File: config.mk
export PLATFORM = sky130hd
export DESIGN_NAME = usb_rx_packet_ctrl
export DESIGN_NICKNAME = d
export VERILOG_FILES = /design/src/rtl/usb_rx_packet_ctrl.sv
export SDC_FILE = /design/constraint.sdc
export NUM_CORES = 1
export LEC_CHECK = 0
export BUFFER_PORTS_ARGS = -buffer_cell sky130_fd_sc_hd__buf_4
export CAP_MARGIN = 20
export CELL_PAD_IN_SITES_DETAIL_PLACEMENT = 1
export CELL_PAD_IN_SITES_GLOBAL_PLACEMENT = 1
export CORE_MARGIN = 4
export CORE_UTILIZATION = 39
export CTS_CLUSTER_DIAMETER = 100
export DETAILED_ROUTE_END_ITERATION = 16
export PLACE_DENSITY_LB_ADDON = 0.12
export SYNTH_ARGS = -nofsm -noshare
export SYNTH_HDL_FRONTEND = slang
export SYNTH_SLANG_ARGS = --single-unit
File: constraint.sdc
create_clock -name useClk_i -period 2.4 [get_ports useClk_i]
set_clock_uncertainty 0.05 [all_clocks]
set_input_delay 0.24 -clock useClk_i [delete_from_list [all_inputs] [get_ports useClk_i]]
set_output_delay 0.24 -clock useClk_i [all_outputs]
set_load 0.005 [all_outputs]
File: src/rtl/usb_rx_packet_ctrl.sv
// rtl/usb_rx_packet_ctrl.sv - USB full-speed receive sequencer: SYNC hunt, PID check, byte framing, EOP status
module usb_rx_packet_ctrl #(
    parameter int MAX_BYTES = 1026,
    parameter int CNT_W     = 11
) (
    input  logic             useClk_i,
    input  logic             reset_i,
    input  logic             rxEnable_i,
    input  logic             checkData_i,
    input  logic [7:0]       parallelData_i,
    input  logic             bitStaff_i,
    input  logic             detectEop_i,
    output logic             oeTransmit_o,
    output logic             rxActive_o,
    output logic [7:0]       rxByte_o,
    output logic             rxValid_o,
    output logic [3:0]       rxPid_o,
    output logic             packetEnd_o,
    output logic             packetError_o,
    output logic [1:0]       errCode_o,
    output logic [CNT_W-1:0] byteCount_o
);

    typedef enum logic [2:0] {
        S_IDLE,
        S_HUNT,
        S_PID,
        S_DATA,
        S_DISCARD,
        S_EOPWAIT
    } state_t;

    localparam logic [CNT_W-1:0] MAX_CNT  = CNT_W'(MAX_BYTES);
    localparam logic [CNT_W-1:0] CNT_ONE  = CNT_W'(1);
    localparam logic [7:0]       SYNC_PAT = 8'h80;

    state_t           state_q, state_d;
    logic             bitEvt_q;
    logic [2:0]       bitCnt_q, bitCnt_d;
    logic [7:0]       rxByte_q, rxByte_d;
    logic             rxValid_q, rxValid_d;
    logic [3:0]       rxPid_q, rxPid_d;
    logic             packetEnd_q, packetEnd_d;
    logic             packetError_q, packetError_d;
    logic [1:0]       errCode_q, errCode_d;
    logic [CNT_W-1:0] byteCount_q, byteCount_d;

    logic validBit;
    logic byteDone;
    logic eopEvt;
    logic inPacket;

    // Data-side inputs lag checkData by one cycle, so every decision keys off the delayed strobe.
    assign validBit = bitEvt_q & bitStaff_i;
    assign byteDone = validBit & (bitCnt_q == 3'd7);
    assign eopEvt   = bitEvt_q & detectEop_i;
    assign inPacket = (state_q == S_PID) || (state_q == S_DATA) || (state_q == S_DISCARD);

    always_comb begin
        state_d       = state_q;
        bitCnt_d      = bitCnt_q;
        rxByte_d      = rxByte_q;
        rxValid_d     = 1'b0;
        rxPid_d       = rxPid_q;
        packetEnd_d   = 1'b0;
        packetError_d = 1'b0;
        errCode_d     = errCode_q;
        byteCount_d   = byteCount_q;

        if (!rxEnable_i) begin
            state_d = S_IDLE;
        end else begin
            case (state_q)
                S_IDLE: state_d = S_HUNT;
                S_HUNT: begin
                    if (bitEvt_q && (parallelData_i == SYNC_PAT)) begin
                        state_d     = S_PID;
                        bitCnt_d    = 3'd0;
                        errCode_d   = 2'd0;
                        byteCount_d = '0;
                    end
                end
                S_PID, S_DATA, S_DISCARD: begin
                    // EOP beats a byte completing on the same strobe.
                    if (eopEvt) begin
                        state_d     = S_EOPWAIT;
                        packetEnd_d = 1'b1;
                        if (errCode_q != 2'd0) begin
                            packetError_d = 1'b1;
                        end else if ((bitCnt_q != 3'd0) || (state_q == S_PID)) begin
                            packetError_d = 1'b1;
                            errCode_d     = 2'd2;
                        end
                    end else if (state_q != S_DISCARD) begin
                        if (validBit) begin
                            bitCnt_d = bitCnt_q + 3'd1;
                        end
                        if (byteDone && (state_q == S_PID)) begin
                            if (parallelData_i[3:0] == ~parallelData_i[7:4]) begin
                                rxByte_d    = parallelData_i;
                                rxValid_d   = 1'b1;
                                rxPid_d     = parallelData_i[3:0];
                                byteCount_d = CNT_ONE;
                                state_d     = S_DATA;
                            end else begin
                                errCode_d = 2'd1;
                                state_d   = S_DISCARD;
                            end
                        end else if (byteDone) begin
                            if (byteCount_q >= MAX_CNT) begin
                                errCode_d = 2'd3;
                                state_d   = S_DISCARD;
                            end else begin
                                rxByte_d    = parallelData_i;
                                rxValid_d   = 1'b1;
                                byteCount_d = byteCount_q + CNT_ONE;
                            end
                        end
                    end
                end
                S_EOPWAIT: begin
                    if (bitEvt_q && !detectEop_i) begin
                        state_d = S_HUNT;
                    end
                end
                default: state_d = S_IDLE;
            endcase
        end
    end

    always_ff @(posedge useClk_i) begin
        if (reset_i) begin
            state_q       <= S_IDLE;
            bitEvt_q      <= 1'b0;
            bitCnt_q      <= 3'd0;
            rxByte_q      <= 8'd0;
            rxValid_q     <= 1'b0;
            rxPid_q       <= 4'd0;
            packetEnd_q   <= 1'b0;
            packetError_q <= 1'b0;
            errCode_q     <= 2'd0;
            byteCount_q   <= '0;
        end else begin
            state_q       <= state_d;
            bitEvt_q      <= checkData_i;
            bitCnt_q      <= bitCnt_d;
            rxByte_q      <= rxByte_d;
            rxValid_q     <= rxValid_d;
            rxPid_q       <= rxPid_d;
            packetEnd_q   <= packetEnd_d;
            packetError_q <= packetError_d;
            errCode_q     <= errCode_d;
            byteCount_q   <= byteCount_d;
        end
    end

    assign oeTransmit_o  = inPacket;
    assign rxActive_o    = inPacket;
    assign rxByte_o      = rxByte_q;
    assign rxValid_o     = rxValid_q;
    assign rxPid_o       = rxPid_q;
    assign packetEnd_o   = packetEnd_q;
    assign packetError_o = packetError_q;
    assign errCode_o     = errCode_q;
    assign byteCount_o   = byteCount_q;

endmodule
==> Yosys cells after proc, flatten, opt, wreduce, memory -nomap -nowiden <==
Index checks and enable logic that the tools add are counted.
{ "word_totals": {"word_cells": 112, "output_inout_bits": 30, "regBits": 35, "in_bits": 14} }
{ "classes": {"add_sub_neg": 2, "n_eq_ne": 25, "n_bitwise": 8, "order_cmp": 1, "n_mux": 43, "n_reduce_logical": 23} }
{ "op_table": {"columns": ["operator", "n"], "rows": [
  ["$mux W11", 7],
  ["$mux W3", 12],
  ["$mux W8", 4],
  ["$pmux W11 S2", 1],
  ["$ne A3 B3 Y1 const B", 7],
  ["$mux W2", 9],
  ["$ne A2 B2 Y1 const B", 6],
  ["$ne A4 B4 Y1 const B", 3],
  ["$pmux W3 S4", 1],
  ["$reduce_and A6 Y1", 2],
  ["$add A11 B1 Y11 const B", 1],
  ["$ge A11 B11 Y1 const B", 1],
  ["$eq A3 B3 Y1 const B", 3],
  ["$reduce_and A9 Y1", 1],
  ["$eq A8 B8 Y1 const B", 1],
  ["$reduce_and A8 Y1", 1],
  ["$mux W1", 7],
  ["$reduce_and A7 Y1", 1],
  ["$eq A3 B2 Y1 const B", 2],
  ["$pmux W3 S2", 1],
  ["$reduce_bool A2 Y1", 3],
  ["$reduce_or A3 Y1", 2],
  ["$reduce_and A5 Y1", 1],
  ["$reduce_or A5 Y1", 1],
  ["other kinds (15)", 24]
]} }

==> Logic depth before layout (Yosys ltp) <==
Gate-level depths: netlist (run 1).
{ "depth": {"depth_word": 7, "mapped_depth": 10, "mapped_depth_nobuf": 8} }

==> Least setup slack after synthesis (run 1) <==
OpenSTA, ideal clock, no wires.
{ "synth_path": {"kind": "register -> register", "from": "reg bitCnt_q[0]", "to": "reg byteCount_q[6], in the netlist byteCount_o[6]", "n_path_buf": 2, "stages_incl_launch_ff": 11, "arrival_time_ns": 1.948, "setup_slack_ns": 0.345, "synth_period_minus_slack_ns": 2.055, "setup_ns": 0.057, "t_required_ns": 2.293, "path_cell_list": "dfxtp_1 > ha_1 > ha_1 > and3_1 > buf_2 > nand2_2 > mux2i_4 > and4_1 > buf_4 > nor3b_2 > a21o_1"} }
{ "synth_via": {"elab_chain_len": 7, "elab_cells_between_ends": 11, "classes_between": "4 x eq/ne; 4 x mux; 1 x bitwise; 2 x reduce/logical"} }
{ "synth_rtl": {"columns": ["item", "line_no", "text"], "rows": [
  ["start: declaration", "39", "logic [2:0] bitCnt_q, bitCnt_d;"],
  ["start signal: assignment", "146", "bitCnt_q <= bitCnt_d;"],
  ["$eq A3 B3 Y1 *", "55", "assign byteDone = validBit & (bitCnt_q == 3'd7);"],
  ["$and A1 B1 Y1 *", "55", null],
  ["$logic_and A1 B1 Y1", "98", "if (byteDone && (state_q == S_PID)) begin"],
  ["$mux W11", "98", null],
  ["$mux W11", "94", "end else if (state_q != S_DISCARD) begin"],
  ["$mux W11", "85", "if (eopEvt) begin"],
  ["$pmux W11 S2", "73", "case (state_q)"],
  ["end signal: assignment", "153", "byteCount_q <= byteCount_d;"],
  ["end: declaration", "46", "logic [CNT_W-1:0] byteCount_q, byteCount_d;"]
]} }
Mark *: on every way between the ends. The rest lies on a longest branch, timed or not. The select of a mux whose other input is x is not followed.
A chain may end at the register's enable or synchronous reset.

==> Worst setup path in the final report (run 1) <==
{ "layout_path": {"from": "reg byteCount_q[0], in the netlist byteCount_o[0]", "to": "reg errCode_q[1], in the netlist errCode_o[1]"} }
{ "layout_via": {"elab_chain_len": 3} }
{ "layout_rtl": {"columns": ["item", "line_no", "text"], "rows": [
  ["$ge A11 B11 Y1", "110", "if (byteCount_q >= MAX_CNT) begin"],
  ["$ne A4 B4 Y1 (no line)", null, null],
  ["$reduce_and A9 Y1 (no line)", null, null],
  ["end signal: assignment", "152", "errCode_q <= errCode_d;"],
  ["end: declaration", "45", "logic [1:0] errCode_q, errCode_d;"]
]} }
Every way passes these cells.

==> results of run 1 <==
## cell usage in the layout, fill, tap and decap left out, types with 2 or more instances in the layout
cell	count
and3_1	6
a21oi_1	8
xor2_1	4
nor4_1	4
a32o_1	2
nor3_1	9
ha_1	5
nand2_1	15
nand4_1	3
nor3_2	2
mux2i_1	11
and2_1	3
nor3b_1	3
o21ai_1	10
dfxtp_1	35
nand3_1	14
nor3b_2	2
buf_4	47
a31oi_1	4
clkbuf_8	5
a22oi_1	3
nor2_1	23
o21ai_0	4
inv_1	14
nand2b_1	2
o22a_1	5
## cell families (layout without fill, tap and decap cells)
kind of cell,count (synthesis),after routing,share of synthesized area (%)
compound gates,46,46,16.2
xor+xnor,4,4,1.85
fa+ha+maj,5,5,3.30
buf+inv,24,69,5.67
flops,35,35,36.9
mux,12,12,6.99
simple gates,99,99,29.0
## per-stage QoR
step           worst slack (ps)  utilization (%)
3_5_place_dp                211             48.2
2_1_floorplan               345                -
5_1_grt                   0.833             50.6
3_3_place_gp                214             48.2
6_report                    181             50.6
4_1_cts                     175             50.6
## how the worst max path moves through the flow
stage	start	endpoint	slack (ps)	cells after the start
after floorplan	bitCnt_q[0]	byteCount_o[6]	340	10
after global placement	byteCount_o[0]	byteCount_o[6]	210	8
after detailed placement	byteCount_o[0]	errCode_o[1]	210	8
after CTS	byteCount_o[0]	errCode_o[1]	180	8
after global routing	byteCount_o[0]	errCode_o[0]	0.8	8
final	byteCount_o[0]	errCode_o[1]	180	8
## area by class of cell
type / instances / area [sq um] / area share (%)
sequential: 35 / 701 / 29.3
clock inverter: 3 / 43.8 / 1.83
tap: 67 / 83.8 / 3.50
clock buffer: 5 / 68.8 / 2.88
inverter: 14 / 52.6 / 2.20
timing repair buffer: 47 / 353 / 14.7
multi-input combinational: 166 / 1090 / 45.6
## power by group
group,switching [mW],internal (mW)
registers,0.0148,0.588
clock network,0.218,0.309
logic,0.0934,0.0706
## worst max-delay path: stages, from the launching register on
cell      delay (ps)
dfxtp_1          430
inv_1             70
ha_1             200
nor4_1           180
a31oi_1          230
or3_1            430
and2_1           230
nand3b_1         120
mux2i_1          200
## sequential cells by signal, indices dropped and copies added (netlist names)
register	flops
bitCnt_q	3
bitEvt_q	1
byteCount_o	11
errCode_o	2
packetEnd_o	1
packetError_o	1
rxByte_o	8
rxPid_o	4
rxValid_o	1
state_q	3
## routing by layer
layer  vias up  GRT usage [%]  part of all wire, %
met2        43           28.2                   44
met1       865           25.3                   48
met3         5           5.68                  6.6
li1        900              -                    -
met4         0           4.45                 0.76
met5         -              0                    0
==> flow_summary.ini, run 1 <==
[power_and_ir_drop]
total_power_mw = 1.29
p_per_area_mw_per_mm2 = 541
ir_drop_mv = 0.277
p_leak_nw = 1.00

[route]
wl_per_cell_um = 15.3
first_pass_iters = 4
vias = 1813
first_iter_violations = 85
drcViolationCount = 0
drt_wl_total_mm = 5.15
antenna_left = 0
vias_per_cell = 5.38

[timing]
tightest_slew_ps = 485
setup_violations = 0
fmax_mhz = 451
hold_violations = 0
slew_violations = 0
layout_min_cycle_time_ps = 2220
period_share_pct = 92.5
rsz0062_at_grt = no
holdWs_ps = 120
fin_setup_tns_ps = 0
slew_headroom_pct = 67.5

[global_route]
grt_max_degree = 32
grt_first_pass_wirelength_mm = 9.10
grt_antenna_before_repair = 0
grt-ovfl-total = 0
grtUsageTotal_pct = 18.4
grt_pass1_vias = 1856

[synthesis]
synth_edf_count = 0
async_reset_ff_share_pct = 0
seq_area_frac_synth_pct = 36.9
synth_top_area_share_pct = 36.9
ys.flop_type = dfxtp_1
syn-instance-count = 225
ys_warn_count = 0
yosys-top-cells-count = dfxtp_1 (35), nor2_1 (23), nand2_1 (15)
synth_area_leaders = dfxtp_1 (37%), mux2i_1 (5.8%), nor2_1 (4.6%)
syn_area_sq_mm = 0.00190
synth_most_common_cell = dfxtp_1
yosys_register_bits = 35
synthesis.nets = 244
syn-mean-instance-area_sq_um = 8.43
synth_top_area_cell = dfxtp_1
synth.distinct_cells = 51

[placement]
portBuffers = 43
dpl_cell_area_sq_mm = 0.00228
gp_congestion = 0.831
dp_hpwl_mm = 3.99
dp_cells = 329

[worst_hold_path]
hp-class = in -> reg
hold_end = bitEvt_q
worstHoldStart = checkData_i
hold_depth = 2

[setup_path]
critPathMaxFanout = 6
worstPathRequired_ps = 2550
cp-end-kind = flip-flop
r2r-start = byteCount_o[0]
startpoint_type = flip-flop
critPathKind = reg -> reg
crit_arrival_ps = 2370
r2r_cells = 8
reg2reg_slack_ps = 180
r2r-end = errCode_o[1]

[finish]
final_area_sq_mm = 0.00239
fillers = 573
diodes = 0
drive_gt1_share_pct = 24.4
layout.nets = 288
area.growth.synth_to_final_pct = 26.1
instances_no_fill = 337

[clock_network]
htreeDepth = 2
cts_hold_buffers = 0
path_clk_slew_ps = 80
cts_tree = done
numCtsBuffers = 5
clockBufferDepth = 2
root_buffer = clkbuf_8
ctsResizeCount = 0
cts_setup_buffers = 0
cts.sinks = 35
clk_latency_ps = 280

[status]
status = completed

[floorplan]
initial_core_util_pct = 40.2
coreArea_sq_mm = 0.00472
rows = 25
die_area_sq_mm = 0.00604
io_pins = 44
die_w_um = 77.7
die_y_um = 77.7

[job]
cap_violations = 0
Note: power is estimated with default switching activity, not from simulation.
==> run 2, diff against run 1 <==
--- a/config.mk
+++ b/config.mk
@@ -5,12 +5,13 @@
 export SDC_FILE = /design/constraint.sdc
 export NUM_CORES = 1
 export LEC_CHECK = 0
+export ABC_AREA = 1
 export BUFFER_PORTS_ARGS = -buffer_cell sky130_fd_sc_hd__buf_4
 export CAP_MARGIN = 20
 export CELL_PAD_IN_SITES_DETAIL_PLACEMENT = 1
 export CELL_PAD_IN_SITES_GLOBAL_PLACEMENT = 1
 export CORE_MARGIN = 4
-export CORE_UTILIZATION = 39
+export CORE_UTILIZATION = 37
 export CTS_CLUSTER_DIAMETER = 100
 export DETAILED_ROUTE_END_ITERATION = 16
 export PLACE_DENSITY_LB_ADDON = 0.12
==> run 2 against run 1 <==
First-iteration DRC count up 22%; final area up 11%; worst setup slack better by 150 ps; critical path type unchanged; highest routed layer unchanged; largest cell class unchanged; non-clock buffer count down 3; area after synthesis up 15%; flip-flop and latch count unchanged; critical endpoint is now byteCount_o[2].
==> flow_summary.ini, run 2 <==
[status]
status = completed

[finish]
utilization_pct = 47.3
layout.nets = 425
area.growth.synth_to_final_pct = 21.4
drive_gt1_share_pct = 18.2
final_common_cell = nand2_1
diodes = 0
largest_register_ffs = 11
final_cell_mix = nand2_1 (99), nor2_1 (78), inv_1 (44), buf_4 (44), nand3_1 (42)
final_area_sq_mm = 0.00265

[synthesis]
syn-instance-count = 363
synthesis.nets = 382
syn_area_sq_mm = 0.00219
synth_simple_gate_area_share_pct = 48.3
synth_area_leaders = dfxtp_1 (32%), nand2_1 (17%), nor2_1 (13%)
ys_warn_count = 0
synth.distinct_cells = 25
ys.flop_type = dfxtp_1
seq_area_frac_synth_pct = 32.1
async_reset_ff_share_pct = 0
yosys_register_bits = 35
yosys.area_share.xor_xnor_pct = 0
yosys-top-cells-count = nand2_1 (99), nor2_1 (78), inv_1 (44)
synth_edf_count = 0
synth_top_area_cell = dfxtp_1
synthMuxAreaShare_pct = 0
synth_most_common_cell = nand2_1
syn-mean-instance-area_sq_um = 6.02
synthAdderAreaFrac_pct = 2.86
synth_compound_area_share_pct = 6.07
synth_top_family_by_area = simple AND/OR/NAND/NOR gates
synth_top_area_share_pct = 32.1

[clock_network]
cts_setup_buffers = 0
cts_tree = done
path_clk_slew_ps = 80
clk_latency_ps = 300
htreeDepth = 2
ctsResizeCount = 0
root_buffer = clkbuf_8
cts.sinks = 35
cts_hold_buffers = 0
clockBufferDepth = 2
numCtsBuffers = 5

[timing]
slew_violations = 0
rsz0062_at_grt = no
hold_violations = 0
tightest_slew_ps = 465
layout_min_cycle_time_ps = 2070
slew_headroom_pct = 68.9
setup_violations = 0
period_share_pct = 86.1
fmax_mhz = 484
fin_setup_tns_ps = 0

[setup_path]
critPathKind = reg -> reg
worstPathRequired_ps = 2540
startpoint_type = flip-flop
slowest_delay_ps = 370
critPathSlowestCell = dfxtp_1
reg2reg_slack_ps = 330
worstPathCellList = ha_1 > ha_1 > nand3_2 > inv_1 > nand2_1 > nand2_1 > nand3_2 > nand2_2 > inv_2 > nor2_1 > nor2_1
crit_arrival_ps = 2210
critPathMaxFanout = 12
cp-end-kind = flip-flop

[floorplan]
io_pins = 44
die_w_um = 84.9
initial_core_util_pct = 39.0
die_y_um = 84.9
rows = 27
coreArea_sq_mm = 0.00561
die_area_sq_mm = 0.00720

[power_and_ir_drop]
p_per_area_mw_per_mm2 = 952
p_seq_share_pct = 31.1
total_power_mw = 2.53
p_clk_share_pct = 19.4
switchingPower_mw = 1.16
p_int_mw = 1.36
ir_drop_mv = 0.399
p_leak_nw = 1.33
p_sw_share_pct = 46.0
comb_power_share_pct = 49.5

[global_route]
grt-ovfl-total = 0
grt_antenna_before_repair = 0
grt_max_degree = 17
grt_first_pass_wirelength_mm = 11.5
grtUsageTotal_pct = 19.7
grt_pass1_vias = 2428

[placement]
portBuffers = 43
dp_hpwl_mm = 5.26
dpl_cell_area_sq_mm = 0.00255
gp_congestion = 0.827

[route]
first_iter_violations = 104
vias = 2365
drcViolationCount = 0
drt_wl_total_mm = 6.61
first_pass_iters = 4
vias_per_cell = 4.94
antenna_left = 0
wl_per_cell_um = 13.8

[worst_hold_path]
hp-class = in -> reg

[job]
cap_violations = 0
-- run 2: logic make-up (layout without fill, tap and decap cells) --
group,after synthesis,after routing
AO/OA/AOI/OAI,24,24
adder cells (fa/ha/maj),5,5
buffers and inverters,56,100
flip-flops,35,35
AND/OR/NAND/NOR,243,243
-- run 2: worst max-delay path, delay by kind of cell, from the launching register on --
kind                     cells  cell delay [ps]
buffers and inverters        2              210
AND/OR/NAND/NOR              7             1030
flip-flops                   1              370
adder cells (fa/ha/maj)      2              310
-- run 2: cell type report --
class                      instances  area, sq um
tap                               72         90.1
multi-input combinational        272         1250
fill                             810         2950
inverter                          48          180
clock buffer                       8          100
timing repair buffer              44          330
sequential                        35          702
-- run 2: metal layers --
metal | global-route usage [%] | vias up | routed length, um
met2 | 32.0 | 38 | 3120
li1 | - | 1215 | -
met3 | 3.59 | 8 | 254
met4 | 5.90 | 0 | 82
met5 | 0 | - | 0
met1 | 26.6 | 1104 | 3150
-- run 2: path summary, 6_finish.rpt --
path,startpoint,to,cells after the start
worst max register to register,bitCnt_q[0],byteCount_o[2],11
worst min register to register,bitCnt_q[1],bitCnt_q[1],2
worst max-delay path,bitCnt_q[0],byteCount_o[2],11
worst min-delay path,checkData_i,bitEvt_q,3
-- run 2: metrics by stage --
stage          setup WS (ps)  hold WS (ps)  std cells
2_1_floorplan            687           297        363
3_3_place_gp             364           404        471
3_5_place_dp             299           410        471
4_1_cts                  256          97.6        479
5_1_grt                 17.8           119        479
6_report                 335          99.7        479
-- run 2: power by group through the flow --
stage               Combinational, mW  Sequential (mW)  Clock (mW)
global route                     1.44            0.807       0.527
finish                           1.25            0.785       0.491
CTS                              1.26            0.786       0.501
detailed placement               1.25            0.798           0
global placement                 1.23            0.791           0
floorplan                       0.928            0.766           0
==> run 3, diff against run 2 <==
--- a/config.mk
+++ b/config.mk
@@ -15,6 +15,8 @@
 export CTS_CLUSTER_DIAMETER = 100
 export DETAILED_ROUTE_END_ITERATION = 16
 export PLACE_DENSITY_LB_ADDON = 0.12
+export REMOVE_ABC_BUFFERS = 1
+export SKIP_CTS_REPAIR_TIMING = 1
 export SYNTH_ARGS = -nofsm -noshare
 export SYNTH_HDL_FRONTEND = slang
 export SYNTH_SLANG_ARGS = --single-unit
==> run 3 against run 2 <==
Sequential share of layout area rose by 0.12 points; global-route usage shrank 1.2 points; final area down 0.61%; flip-flop and latch count did not move; worst setup slack improved by 2.3 ps; non-clock buffer count stayed put; die area did not move; cell count unchanged; first-iteration DRC count decreased by 19%; register-to-register slack about the same; count of clock-buffer cells in the layout decreased by 2; critical path depth stayed put; highest routed layer unchanged.
==> flow_summary.ini, run 3 (synthesis results as in run 2) <==
[status]
status = completed

[power_and_ir_drop]
ir_drop_mv = 0.471
total_power_mw = 2.44
p_int_mw = 1.30
switchingPower_mw = 1.14
p_seq_share_pct = 31.6
p_per_area_mw_per_mm2 = 926
p_leak_nw = 1.31
p_sw_share_pct = 46.7
p_clk_share_pct = 17.3
comb_power_share_pct = 51.1

[placement]
pre_cts_slack_ps = 321
gp_congestion = 0.850
dp_hpwl_mm = 5.01
portBuffers = 43

[finish]
utilization_pct = 47.0
final_cell_mix = nand2_1 (99), nor2_1 (78), inv_1 (44), buf_4 (44), nand3_1 (42)
final_common_cell = nand2_1
diodes = 0
area.growth.synth_to_final_pct = 20.7
drive_gt1_share_pct = 17.9
layout.nets = 425
largest_register_ffs = 11

[route]
antenna_left = 0
first_iter_violations = 84
first_pass_iters = 4
vias = 2364
vias_per_cell = 4.94
drcViolationCount = 0
drt_wl_total_mm = 6.23
wl_per_cell_um = 13.0

[setup_path]
critPathKind = reg -> reg
crit_arrival_ps = 2200
startpoint_type = flip-flop
worstPathRequired_ps = 2540
cp-end-kind = flip-flop
reg2reg_slack_ps = 340
critPathMaxFanout = 12

[clock_network]
clockBufferDepth = 2
htreeDepth = 2
path_clk_slew_ps = 70
clk_latency_ps = 290
numCtsBuffers = 5
cts.sinks = 35
root_buffer = clkbuf_8
cts_tree = done

[global_route]
grt-ovfl-total = 0
grt_max_degree = 17
grt_pass1_vias = 2455
grtUsageTotal_pct = 18.5
grt_antenna_before_repair = 0
grt_first_pass_wirelength_mm = 11.0

[job]
cap_violations = 0

[floorplan]
die_w_um = 84.9
io_pins = 44
initial_core_util_pct = 39.0
rows = 27
die_y_um = 84.9
coreArea_sq_mm = 0.00561
die_area_sq_mm = 0.00720

[timing]
hold_violations = 0
holdWs_ps = 98.6
setup_violations = 0
rsz0062_at_grt = no
fmax_mhz = 485
period_share_pct = 86.0
fin_setup_tns_ps = 0
slew_violations = 0
layout_min_cycle_time_ps = 2060
tightest_slew_ps = 431
slew_headroom_pct = 71.1
layout_setup_ws_ps = 337

[worst_hold_path]
hp-class = in -> reg
-- run 3: per-layer routing --
metal	wire length, um	track usage, %	part of all wire, %
met2	3070	32.4	49
met5	0	0	0
met4	72	4.60	1.2
met3	231	4.08	3.7
met1	2860	23.1	46
-- run 3: worst paths after layout --
path / from / endpoint / cells past startpoint
min reg2reg: bitCnt_q[1] / bitCnt_q[1] / 2
min: checkData_i / bitEvt_q / 3
max: bitCnt_q[0] / byteCount_o[10] / 11
max reg2reg: bitCnt_q[0] / byteCount_o[10] / 11
-- run 3: worst max-delay path: stages, from the launching register on --
cell	delay (ps)
dfxtp_1	360
ha_1	160
ha_1	150
nand3_2	130
inv_1	120
nand2_1	170
nand2_1	160
nand3_2	230
nand2_2	210
inv_2	90
nor2_1	100
nor2_1	40
-- run 3: layout make-up --
class	instances	area [sq um]
Timing Repair Buffer	44	330
Tap cell	72	90.1
Sequential cell	35	701
Inverter	48	180
Clock inverter	2	12.5
Fill cell	800	2970
Multi-Input combinational cell	272	1250
Clock buffer	6	72.6
-- run 3: power by group through the flow --
stage	Sequential [mW]	Combinational, mW	Clock (mW)
2_1_floorplan	0.766	0.866	0
3_3_place_gp	0.785	1.23	0
3_5_place_dp	0.785	1.26	0
4_1_cts	0.774	1.27	0.437
5_1_grt	0.790	1.44	0.468
6_report	0.773	1.25	0.422
-- run 3: metrics by stage --
stage          cell area, sq um  std cells
2_1_floorplan              2130        355
3_3_place_gp               2550        471
3_5_place_dp               2550        471
4_1_cts                    2640        479
5_1_grt                    2640        479
6_report                   2640        479
